### config.mk
export PLATFORM = sky130hd
export DESIGN_NAME = mem_arb
export DESIGN_NICKNAME = d
export VERILOG_FILES = /design/src/rtl/mem_arb_pkg.sv /design/src/rtl/mem_arb.sv
export SDC_FILE = /design/constraint.sdc
export NUM_CORES = 1
export LEC_CHECK = 0
export ABC_AREA = 1
export CORE_AREA = 2 2 214 216
export CTS_BUF_LIST = sky130_fd_sc_hd__clkbuf_4 sky130_fd_sc_hd__clkbuf_8 sky130_fd_sc_hd__clkbuf_16
export CTS_CLUSTER_DIAMETER = 100
export CTS_CLUSTER_SIZE = 10
export DETAILED_ROUTE_END_ITERATION = 12
export DIE_AREA = 0 0 216 218
export GPL_ROUTABILITY_DRIVEN = 1
export SYNTH_ARGS = -nofsm -noshare
export SYNTH_HDL_FRONTEND = slang
export SYNTH_SLANG_ARGS = --single-unit
### constraint.sdc
create_clock -name clk -period 3.7 [get_ports clk]
set_input_delay 0.74 -clock clk [delete_from_list [all_inputs] [get_ports clk]]
set_output_delay 0.74 -clock clk [all_outputs]
set_load 0.02 [all_outputs]
### src/rtl/mem_arb_pkg.sv
// Shared encodings and widths for the instruction/data memory arbiter.
// Holds the arbiter state encoding and the fixed bus data/mask widths.
package mem_arb_pkg;

  localparam int DATA_W  = 64;
  localparam int WMASK_W = 8;

  typedef enum logic [1:0] {
    ARB_IDLE   = 2'd0,
    ARB_WAIT_I = 2'd1,
    ARB_WAIT_D = 2'd2
  } arb_state_t;

endpackage

### src/rtl/mem_arb.sv
// Two-port (I/D) to single-bus arbiter; one transaction outstanding, D preferred with I anti-starvation.
// Request issue is combinational in IDLE; response is forwarded the same cycle it arrives on the bus.
module mem_arb
  import mem_arb_pkg::*;
#(
  parameter int D_STREAK_MAX = 4,
  parameter int ADDR_W       = 64
) (
  input  logic               clk,
  input  logic               rst,

  input  logic [ADDR_W-1:0]  im_req_addr,
  input  logic               im_req_valid,
  output logic               im_req_ready,
  output logic [DATA_W-1:0]  im_resp_rdata,
  output logic               im_resp_valid,
  input  logic               im_kill,

  input  logic [ADDR_W-1:0]  dm_req_addr,
  input  logic [DATA_W-1:0]  dm_req_wdata,
  input  logic [WMASK_W-1:0] dm_req_wmask,
  input  logic               dm_req_wen,
  input  logic               dm_req_valid,
  output logic               dm_req_ready,
  output logic [DATA_W-1:0]  dm_resp_rdata,
  output logic               dm_resp_valid,

  output logic [ADDR_W-1:0]  bm_req_addr,
  output logic [DATA_W-1:0]  bm_req_wdata,
  output logic [WMASK_W-1:0] bm_req_wmask,
  output logic               bm_req_wen,
  output logic               bm_req_valid,
  input  logic               bm_req_ready,
  input  logic [DATA_W-1:0]  bm_resp_rdata,
  input  logic               bm_resp_valid
);

  localparam int SW = $clog2(D_STREAK_MAX + 2);
  localparam logic [SW-1:0] STREAK_MAX = SW'(D_STREAK_MAX);

  arb_state_t    state, state_nxt;
  logic [SW-1:0] d_streak;
  logic          kill_q;
  logic          grant_d, grant_i, issue;

  // D wins ties until it has taken STREAK_MAX grants in a row over a waiting I.
  assign grant_d = dm_req_valid && !(im_req_valid && (d_streak == STREAK_MAX));
  assign grant_i = im_req_valid && !grant_d;
  assign issue   = grant_d || grant_i;

  assign im_resp_rdata = bm_resp_rdata;
  assign dm_resp_rdata = bm_resp_rdata;

  always_comb begin
    state_nxt     = state;
    bm_req_valid  = 1'b0;
    bm_req_addr   = grant_d ? dm_req_addr : im_req_addr;
    bm_req_wdata  = grant_d ? dm_req_wdata : '0;
    bm_req_wmask  = grant_d ? dm_req_wmask : '0;
    bm_req_wen    = grant_d ? dm_req_wen : 1'b0;
    im_req_ready  = 1'b0;
    dm_req_ready  = 1'b0;
    im_resp_valid = 1'b0;
    dm_resp_valid = 1'b0;
    case (state)
      ARB_IDLE: begin
        bm_req_valid = issue;
        if (issue && bm_req_ready) begin
          dm_req_ready = grant_d;
          im_req_ready = grant_i;
          state_nxt    = grant_d ? ARB_WAIT_D : ARB_WAIT_I;
        end
      end
      ARB_WAIT_I: begin
        if (bm_resp_valid) begin
          // A kill arriving with the response itself still squashes it.
          im_resp_valid = !(kill_q || im_kill);
          state_nxt     = ARB_IDLE;
        end
      end
      ARB_WAIT_D: begin
        if (bm_resp_valid) begin
          dm_resp_valid = 1'b1;
          state_nxt     = ARB_IDLE;
        end
      end
      default: state_nxt = ARB_IDLE;
    endcase
  end

  always_ff @(posedge clk) begin
    if (rst) begin
      state    <= ARB_IDLE;
      d_streak <= '0;
      kill_q   <= 1'b0;
    end else begin
      state <= state_nxt;

      if (state_nxt == ARB_IDLE)
        kill_q <= 1'b0;
      else if (im_kill && ((state == ARB_WAIT_I) || im_req_ready))
        kill_q <= 1'b1;

      if (!im_req_valid || im_req_ready)
        d_streak <= '0;
      else if (dm_req_ready && (d_streak != STREAK_MAX))
        d_streak <= d_streak + 1'b1;
    end
  end

endmodule

Yosys cells after proc, flatten, opt, wreduce, memory -nomap -nowiden
Index checks and enable logic that the tools add are counted.

storage, ports and cells
  flip-flop bits (word level) = 6
  output and inout bits = 270
  logic and storage cells = 44

operators by class
  add/subtract/negate cells = 1
  equality and inequality tests = 4
  mux-type cells = 17
  reduce and logical (&&, ||, !) cells = 19

operators with widths
  operator             count
  $mux 64              2
  $mux 1               10
  $mux 8               1
  $logic_and 1x1->1    6
  $mux 2               3
  $reduce_or 2->1      3
  $logic_not 1->1      4
  $logic_not 2->1      2
  $logic_or 1x1->1     4
  $pmux 2 s2           1
  $add 3x1->3 const B  1
  $eq 3x3->1 const B   1
  $ne 3x3->1 const B   1
  $eq 2x1->1 const B   1
  $eq 2x2->1 const B   1

Longest topological paths before layout
Gate-level depths: netlist of run 1.

  word-level depth = 12
  gate-level depth with buffers = 11
  depth with buffers taken out = 10

Worst setup path after synthesis of run 1
OpenSTA, ideal clock, no wires.

  path kind = input -> output
  start = in im_req_valid
  end = out bm_req_wdata[10]
  arrival = 1.612 ns
  required time = 2.960 ns
  path slack = 1.348 ns
  stages on the path = 6
  path buffers = 3
  path through = nand3_2 > nand2_4 > buf_6 > buf_4 > buf_4 > nor2_1

between the ends
  word-level cells in the longest chain between the ends = 4

ends and longest elaborated chain
  item               line           RTL
  from (decl)        mem_arb.sv:13  input logic im_req_valid,
  $logic_and 1x1->1  mem_arb.sv:47  assign grant_d = dm_req_valid && !(im_req_valid && (d_streak == STREAK_MAX));
  $logic_not 1->1    mem_arb.sv:47
  $logic_and 1x1->1  mem_arb.sv:47
  $mux 64            mem_arb.sv:58  bm_req_wdata = grant_d ? dm_req_wdata : '0;
  to (decl)          mem_arb.sv:29  output logic [DATA_W-1:0] bm_req_wdata,

No other way between the ends.

Worst setup path in the final report of run 1
  start = in im_req_valid
  end = out bm_req_wdata[60]

The elaborated chain is that of the path after synthesis.

==> flow_metrics.py, run 1 <==
metrics = {
    "status": {
        "outcome": "complete, no violations",
    },
    "synth": {
        "synth_fp_nets": 702,
        "synth_edf_count": 0,
        "ys_warn_count": 0,
        "async_reset_ff_frac": 0,
        "netlist_area_mm2": 0.00280,
        "synth_top_area_frac": 0.369,
        "synth_common_cells": "138 x buf_4, 90 x inv_1, 79 x nor2_1, 64 x mux2_2, 20 x nand2_1",
        "synthFlopType": "dfxtp_1",
        "synth.area.top_cells": "buf_4 37%, mux2_2 26%, inv_1 12%",
        "ys_seq_area_frac": 0.0428,
        "syn_inst": 424,
        "synth-seq-cells": 6,
        "yosys.area.top_type": "buf_4",
        "syn_area_per_cell_um2": 6.61,
        "ys_types": 16,
        "synth_most_common_cell": "buf_4",
    },
    "cells_and_area": {
        "drive_above_1_share": 0.121,
        "fill_cells": 5105,
        "nNetsFinal": 918,
        "fin_cells": 1240,
        "multi_input_area_mm2": 0.00127,
        "syn2layout_area_growth_pct": 118,
        "fin_util": 0.136,
        "seq_area_um2": 120,
    },
    "worst_setup_path": {
        "rr_worst_depth": 8,
        "r2r_slack_ns": 1.99,
        "crit_type": "primary input to output port",
        "regToRegStartpoint": "d_streak[0]$_SDFFE_PP0P_",
        "start_kind": "primary input",
        "arrival_ns": 2.77,
        "rr_endpoint": "d_streak[2]$_SDFFE_PP0P_",
        "worst_setup_path_end_kind": "output port",
        "required_ns": 2.96,
        "worstPathMaxFanout": 63,
    },
    "place": {
        "dp_slack_ns": 0.149,
        "hpwl_mm": 13.3,
        "placed_cells": 1235,
        "gp_congestion": 0.779,
        "io_buffers": 349,
    },
    "cts": {
        "clkTransAtPathRegs_ns": 0.03,
        "cts_tree": "yes",
        "cts_setup_buffers": 0,
        "cts_hold_buf": 0,
        "cts_made_buffers": 3,
        "cts.root.buffer_cell": "clkbuf_16",
        "cts_buffer_depth": 2,
        "clk_latency_ns": 0.23,
        "cts_resized": 0,
        "htree_num_levels": 1,
        "cts.sinks": 6,
    },
    "worst_hold_path": {
        "holdPathStages": 2,
        "min-delay-start": "d_streak[0]$_SDFFE_PP0P_",
        "hp-class": "flop to flop",
        "whs_endpoint": "d_streak[0]$_SDFFE_PP0P_",
    },
    "sta": {
        "slew_violations": 0,
        "max_freq_mhz": 285,
        "setup_tns_ns": 0,
        "fin_crit_ns": 3.51,
        "rsz0062_at_grt": "false",
        "finClkSkew_ns": 0.00119,
        "setup_viol": 0,
        "tightest_slew_ns": 0.352,
        "period_share": 0.949,
        "final-hold-violation-count": 0,
        "setup_slack_ns": 0.187,
        "relSlewSlack": 0.763,
    },
    "routing": {
        "routed-wl-met2_mm": 7.84,
        "vias": 3363,
        "drt_pass1_iterations": 4,
        "remaining_drc_errors": 0,
        "antenna_left": 0,
        "wl_met3_mm": 2.67,
        "post_drt_wl_per_cell_um": 11.9,
        "top_layer": "met4",
        "wl_mm": 14.7,
        "routed_via_density": 2.71,
        "wl_met1_mm": 4.21,
        "drt_iter0_drc": 27,
    },
    "floorplan": {
        "design.core.area_mm2": 0.0449,
        "die-width_um": 216,
        "dieArea_mm2": 0.0471,
        "rows": 78,
        "ioPinCount": 542,
        "start_util": 0.0625,
        "die_y_um": 218,
    },
    "grt": {
        "grt_pass1_vias": 3658,
        "grt_antenna_before_repair": 0,
        "gr-total-overflow": 0,
        "grt_usage": 0.0567,
        "grt_max_degree": 64,
        "grt_pass1_wl_mm": 20.3,
    },
    "pwr": {
        "finalPower_mw": 0.967,
        "vdd_ir_drop_max_mv": 0.114,
        "powerDensity_mw_per_mm2": 158,
        "p_leak_nw": 2.46,
    },
    "flow_run": {
        "drv_cap": 0,
    },
}
[per-stage QoR]
| stage | hold WS, ns | instance area (um2) |
|---|---|---|
| 2_1_floorplan | 0.456 | 2800 |
| 6_report | 0.490 | 6110 |
| 5_1_grt | 0.507 | 6100 |
| 4_1_cts | 0.495 | 6100 |
| 3_3_place_gp | 0.466 | 6030 |
| 3_5_place_dp | 0.489 | 6030 |
[placed cells by master, fill, tap and decap left out]
cell type | synthesis | final
nand3_2 | 1 | 1
diode_2 | 0 | 2
nor2_1 | 79 | 79
inv_1 | 90 | 90
ha_1 | 6 | 6
buf_12 | 0 | 2
a21oi_1 | 5 | 5
nand2_2 | 1 | 1
buf_4 | 138 | 4
clkbuf_16 | 0 | 3
nand2_4 | 1 | 1
nand3_1 | 6 | 6
dfxtp_1 | 6 | 6
nor3_2 | 1 | 1
clkdlybuf4s50_1 | 0 | 348
mux2_2 | 64 | 64
nand2_1 | 20 | 20
nor4_1 | 1 | 1
[metal layers]
layer | global-route usage | up-vias
li1 | - | 1554
met1 | 0.0436 | 1408
met2 | 0.120 | 396
met3 | 0.0357 | 5
met4 | 0.00411 | 0
met5 | 0 | -
[layout make-up]
| class | count | share of cell area |
|---|---|---|
| timing repair buffer | 354 | 0.582 |
| sequential | 6 | 0.0197 |
| antenna | 2 | 0.000819 |
| tap | 600 | 0.123 |
| clock buffer | 3 | 0.0123 |
| multi-input combinational | 185 | 0.207 |
| inverter | 90 | 0.0553 |
[cells by family (layout without fill, tap and decap cells)]
kind of cell               after synthesis  after routing  synth area share
DFF                                      6              6            0.0428
AOI/OAI and AO/OA                        5              5           0.00892
and+or+nand+nor                        110            110             0.159
muxes                                   64             64             0.257
buffers and inverters                  233            447             0.506
adders and majority gates                6              6            0.0268
other                                    0              2                 0
[worst max-delay path by stage]
stage,startpoint,end,slack [ns]
floorplan,im_req_valid,bm_req_wdata[10],1.35
CTS,im_req_valid,bm_req_wdata[60],0.15
detailed placement,im_req_valid,bm_req_wdata[60],0.15
global route,im_req_valid,bm_req_wdata[21],0.06
finish,im_req_valid,bm_req_wdata[60],0.19
global placement,im_req_valid,bm_req_wdata[60],0.19
[flip-flops by register name, indices dropped and copies added, names as in the netlist]
register	count
kill_q	1
d_streak	3
state	2
[critical path, cell delays in order]
cell             delay [ns]
clkdlybuf4s50_1        0.55
nand3_2                0.12
nand2_4                0.12
buf_12                 0.23
buf_12                 0.27
nor2_1                 0.11
clkdlybuf4s50_1        0.55
[where the power goes]
group | internal [mW] | switching [mW] | total (mW)
clock network | 0.139 | 0.0353 | 0.174
registers | 0.0677 | 0.00279 | 0.0705
logic | 0.431 | 0.292 | 0.723
total | 0.637 | 0.330 | 0.967
Note: power is estimated with default switching activity, not from simulation.
==> inputs of run 2 (changes only) <==
--- a/config.mk
+++ b/config.mk
@@ -13,6 +13,7 @@
 export DETAILED_ROUTE_END_ITERATION = 12
 export DIE_AREA = 0 0 216 218
 export GPL_ROUTABILITY_DRIVEN = 1
+export PLACE_DENSITY_LB_ADDON = 0.1
 export SYNTH_ARGS = -nofsm -noshare
 export SYNTH_HDL_FRONTEND = slang
 export SYNTH_SLANG_ARGS = --single-unit
==> flow_metrics.py, run 2 (same netlist as run 1, synthesis figures left out) <==
metrics = {
    "status": {
        "outcome": "complete, no violations",
    },
    "place": {
        "hpwl_mm": 14.2,
        "io_buffers": 349,
        "gp_congestion": 0.698,
    },
    "worst_hold_path": {
        "whs_endpoint": "d_streak[1]$_SDFFE_PP0P_",
        "min-delay-start": "d_streak[1]$_SDFFE_PP0P_",
        "hp-class": "flop to flop",
        "holdPathStages": 2,
    },
    "worst_setup_path": {
        "r2r_slack_ns": 1.91,
        "required_ns": 2.96,
        "start_kind": "primary input",
        "rr_endpoint": "d_streak[0]$_SDFFE_PP0P_",
        "arrival_ns": 2.74,
        "regToRegStartpoint": "d_streak[0]$_SDFFE_PP0P_",
        "rr_worst_depth": 9,
        "worstPathMaxFanout": 18,
        "crit_type": "primary input to output port",
        "worst_setup_path_end_kind": "output port",
    },
    "sta": {
        "finClkSkew_ns": 0.00356,
        "rsz0062_at_grt": "false",
        "period_share": 0.940,
        "whs_ns": 0.479,
        "max_freq_mhz": 287,
        "slew_violations": 0,
        "final-hold-violation-count": 0,
        "setup_viol": 0,
        "fin_crit_ns": 3.48,
        "relSlewSlack": 0.773,
        "setup_tns_ns": 0,
        "tightest_slew_ns": 0.339,
    },
    "routing": {
        "wl_mm": 15.9,
        "drt_pass1_iterations": 4,
        "vias": 3272,
        "routed_via_density": 2.63,
        "drt_iter0_drc": 41,
        "remaining_drc_errors": 0,
        "post_drt_wl_per_cell_um": 12.8,
        "antenna_left": 0,
    },
    "grt": {
        "grt_pass1_vias": 3466,
        "grt_max_degree": 45,
        "grt_pass1_wl_mm": 22.0,
        "grt_usage": 0.0629,
        "gr-total-overflow": 0,
        "grt_antenna_before_repair": 1,
    },
    "cts": {
        "cts_buffer_depth": 2,
        "cts_tree": "yes",
        "cts_resized": 0,
        "cts_setup_buffers": 0,
        "htree_num_levels": 1,
        "cts.root.buffer_cell": "clkbuf_16",
        "clkTransAtPathRegs_ns": 0.03,
        "cts_made_buffers": 3,
        "clk_latency_ns": 0.23,
        "cts_hold_buf": 0,
        "cts.sinks": 6,
    },
    "floorplan": {
        "dieArea_mm2": 0.0471,
        "rows": 78,
        "die-width_um": 216,
        "ioPinCount": 542,
        "design.core.area_mm2": 0.0449,
        "die_y_um": 218,
        "start_util": 0.0625,
    },
    "cells_and_area": {
        "syn2layout_area_growth_pct": 121,
        "layout_commonest_cell": "clkdlybuf4s50_1",
        "reg.largest.list": "d_streak x3, state x2, kill_q x1",
        "nNetsFinal": 925,
        "antenna_cells": 0,
        "fin_util": 0.138,
        "drive_above_1_share": 0.130,
        "largest_register_ff_count": 3,
        "top_register": "d_streak",
        "mostFrequentLayoutCells": "348 x clkdlybuf4s50_1, 90 x inv_1, 79 x nor2_1, 64 x mux2_2, 20 x nand2_1",
    },
    "flow_run": {
        "drv_cap": 0,
    },
    "pwr": {
        "p_leak_nw": 2.50,
        "powerDensity_mw_per_mm2": 159,
        "vdd_ir_drop_max_mv": 0.0951,
    },
}
-- run 2: cell count changes in the layout (fill, tap and decap cells not counted), sizes merged --
cell | previous run | this run
diode | 2 | 0
buf | 6 | 13
-- run 2: power by group --
part	internal, mW	switching [mW]	total [mW]
registers	0.0677	0.00257	0.0702
logic	0.439	0.300	0.739
clock network	0.139	0.0369	0.176
total	0.645	0.340	0.985
-- run 2: area by class of cell --
type	instances	area, um2
Fill cell	5185	38700
Clock buffer	3	75.1
Tap cell	600	751
Inverter	90	338
Timing Repair Buffer	361	3630
Sequential cell	6	120
Multi-Input combinational cell	185	1270
-- run 2: routing by layer --
layer  global-route usage  share of wire  vias to the layer above
met1               0.0548           0.32                     1345
met2                0.118           0.49                      325
met5                    0        0.00082                        -
met4               0.0148          0.019                        2
met3               0.0424           0.17                       32
li1                     -              -                     1568
-- run 2: through the flow --
stage / worst slack [ns] / area, um2 / instances / power [mW]
after floorplan: 1.35 / 2800 / 424 / 0.556
after global placement: 0.200 / 6110 / 1242 / 0.834
after detailed placement: 0.172 / 6110 / 1242 / 0.823
after CTS: 0.168 / 6190 / 1245 / 1.01
after global routing: 0.131 / 6190 / 1245 / 1.05
final: 0.220 / 6190 / 1245 / 0.985
-- run 2: how the worst max path moves through the flow --
stage | start | endpoint | slack [ns] | cells past startpoint
floorplan | im_req_valid | bm_req_wdata[10] | 1.35 | 6
global placement | im_req_valid | bm_req_addr[38] | 0.20 | 6
detailed placement | im_req_valid | bm_req_addr[1] | 0.17 | 6
CTS | im_req_valid | bm_req_addr[38] | 0.17 | 6
global route | im_req_valid | bm_req_addr[27] | 0.13 | 6
finish | im_req_valid | bm_req_addr[38] | 0.22 | 6
-- run 2: critical path: stages --
cell             delay [ns]
clkdlybuf4s50_1        0.52
nand3_2                0.14
nand2_8                0.21
buf_12                 0.19
mux2_2                 0.35
clkdlybuf4s50_1        0.55
==> inputs of run 3 (changes only) <==
--- a/config.mk
+++ b/config.mk
@@ -14,6 +14,7 @@
 export DIE_AREA = 0 0 216 218
 export GPL_ROUTABILITY_DRIVEN = 1
 export PLACE_DENSITY_LB_ADDON = 0.1
+export RECOVER_POWER = 100
 export SYNTH_ARGS = -nofsm -noshare
 export SYNTH_HDL_FRONTEND = slang
 export SYNTH_SLANG_ARGS = --single-unit
==> constraint.sdc (replaced) <==
create_clock -name clk -period 4.25 [get_ports clk]
set_input_delay 0.85 -clock clk [delete_from_list [all_inputs] [get_ports clk]]
set_output_delay 0.85 -clock clk [all_outputs]
set_load 0.02 [all_outputs]
==> flow_metrics.py, run 3 (same netlist as run 1, synthesis figures left out) <==
metrics = {
    "sta": {
        "rsz0062_at_grt": "false",
        "max_freq_mhz": 251,
        "setup_tns_ns": 0,
        "slew_violations": 0,
        "fin_crit_ns": 3.98,
        "setup_viol": 0,
        "relSlewSlack": 0.624,
        "tightest_slew_ns": 0.559,
        "final-hold-violation-count": 0,
        "period_share": 0.936,
        "finClkSkew_ns": 0.00269,
    },
    "routing": {
        "wl_mm": 15.6,
        "antenna_left": 0,
        "routed_via_density": 2.64,
        "drt_iter0_drc": 49,
        "post_drt_wl_per_cell_um": 12.6,
        "drt_pass1_iterations": 4,
        "remaining_drc_errors": 0,
        "vias": 3280,
    },
    "cts": {
        "htree_num_levels": 1,
        "cts_hold_buf": 0,
        "cts_setup_buffers": 0,
        "cts_resized": 0,
        "cts_tree": "yes",
        "clkTransAtPathRegs_ns": 0.03,
        "cts_buffer_depth": 2,
        "cts.sinks": 6,
        "cts_made_buffers": 3,
        "clk_latency_ns": 0.23,
        "cts.root.buffer_cell": "clkbuf_16",
    },
    "worst_hold_path": {
        "hp-class": "flop to flop",
    },
    "pwr": {
        "p_leak_nw": 2.63,
        "vdd_ir_drop_max_mv": 0.0881,
        "powerDensity_mw_per_mm2": 133,
        "finalPower_mw": 0.818,
    },
    "worst_setup_path": {
        "path_cells": "dlygate4sd3_1, nand3_2, nand2_8, buf_4, mux2_2, dlygate4sd3_1",
        "max_stage_delay_ns": 0.66,
        "cpMostUsedCell": "dlygate4sd3_1",
        "arrival_ns": 3.13,
        "start_kind": "primary input",
        "worstPathMaxFanout": 37,
        "required_ns": 3.40,
        "critPathSlowestCell": "dlygate4sd3_1",
        "path_delay_family": "buffers and inverters",
        "crit_type": "primary input to output port",
        "worst_setup_path_end_kind": "output port",
        "cp.buffers_inverters": 3,
    },
    "floorplan": {
        "rows": 78,
        "design.core.area_mm2": 0.0449,
        "ioPinCount": 542,
        "die-width_um": 216,
        "start_util": 0.0625,
        "dieArea_mm2": 0.0471,
        "die_y_um": 218,
    },
    "cells_and_area": {
        "reg.largest.list": "d_streak x3, state x2, kill_q x1",
        "drive_above_1_share": 0.123,
        "stdcell_area_mm2": 0.00614,
        "antenna_cells": 0,
        "syn2layout_area_growth_pct": 119,
        "fin_util": 0.137,
        "fill_cells": 5195,
        "top_register": "d_streak",
        "nNetsFinal": 922,
        "largest_register_ff_count": 3,
        "layout_commonest_cell": "clkdlybuf4s50_1",
        "mostFrequentLayoutCells": "224 x clkdlybuf4s50_1, 125 x dlygate4sd3_1, 90 x inv_1, 79 x nor2_1, 64 x mux2_2",
    },
    "grt": {
        "grt_antenna_before_repair": 2,
        "met2_usage": 0.115,
        "grt_pass1_vias": 3529,
        "met1_usage": 0.0548,
        "grt_pass1_wl_mm": 22.0,
        "grt_usage": 0.0621,
        "grt_max_degree": 51,
        "gr-total-overflow": 0,
        "use_met3": 0.0416,
        "busiest_layer": "met2",
    },
    "place": {
        "gp_congestion": 0.698,
        "place_area_mm2": 0.00607,
        "io_buffers": 349,
        "hpwl_mm": 14.0,
    },
    "flow_run": {
        "drv_cap": 0,
    },
    "status": {
        "outcome": "complete, no violations",
    },
}
## run 3: changes by cell type in the layout (fill, tap and decap cells not counted)
cell	delta
buf_12	-2
buf_4	-2
clkdlybuf4s50_1	-124
dlygate4sd3_1	+125
nor3_1	+1
nor3_2	-1
## run 3: stage by stage
stage,setup WS (ns),hold slack (ns),std cells
finish,0.273,0.482,1242
global route,0.111,0.507,1242
CTS,0.344,0.487,1242
detailed placement,0.350,0.479,1239
global placement,0.355,0.486,1239
floorplan,1.68,0.456,424
## run 3: tightest hold or removal path: stages, from the launching register on
cell and delay [ns]:
dfxtp_1 0.31, nand2_1 0.06, a21oi_1 0.05
## run 3: report_power, final
group          switching [mW]  leakage, nW  total (mW)  internal (mW)
clock network          0.0288       0.0370       0.149          0.120
registers             0.00230       0.0487      0.0612         0.0589
logic                   0.258         2.54       0.608          0.350
total                   0.289         2.63       0.818          0.529
## run 3: cell type report
cell class / count / area (um2) / area share
clock buffer: 3 / 75.1 / 0.0122
sequential: 6 / 120 / 0.0196
inverter: 90 / 338 / 0.0550
tap: 600 / 751 / 0.122
multi-input combinational: 185 / 1270 / 0.207
timing repair buffer: 358 / 3590 / 0.584
## run 3: final timing paths
path | start | endpoint | slack, ns | depth (start not counted)
max reg2reg | d_streak[0]$_SDFFE_PP0P_ | d_streak[1]$_SDFFE_PP0P_ | 2.17 | 9
min | d_streak[0]$_SDFFE_PP0P_ | d_streak[0]$_SDFFE_PP0P_ | 0.48 | 2
max | im_req_valid | bm_req_addr[24] | 0.27 | 6
min reg2reg | d_streak[0]$_SDFFE_PP0P_ | d_streak[0]$_SDFFE_PP0P_ | 0.48 | 2
## run 3: layer usage
metal | vias up | part of all wire
met5 | - | 0.0013
met4 | 4 | 0.021
met3 | 38 | 0.17
met2 | 324 | 0.49
met1 | 1355 | 0.32
li1 | 1559 | -
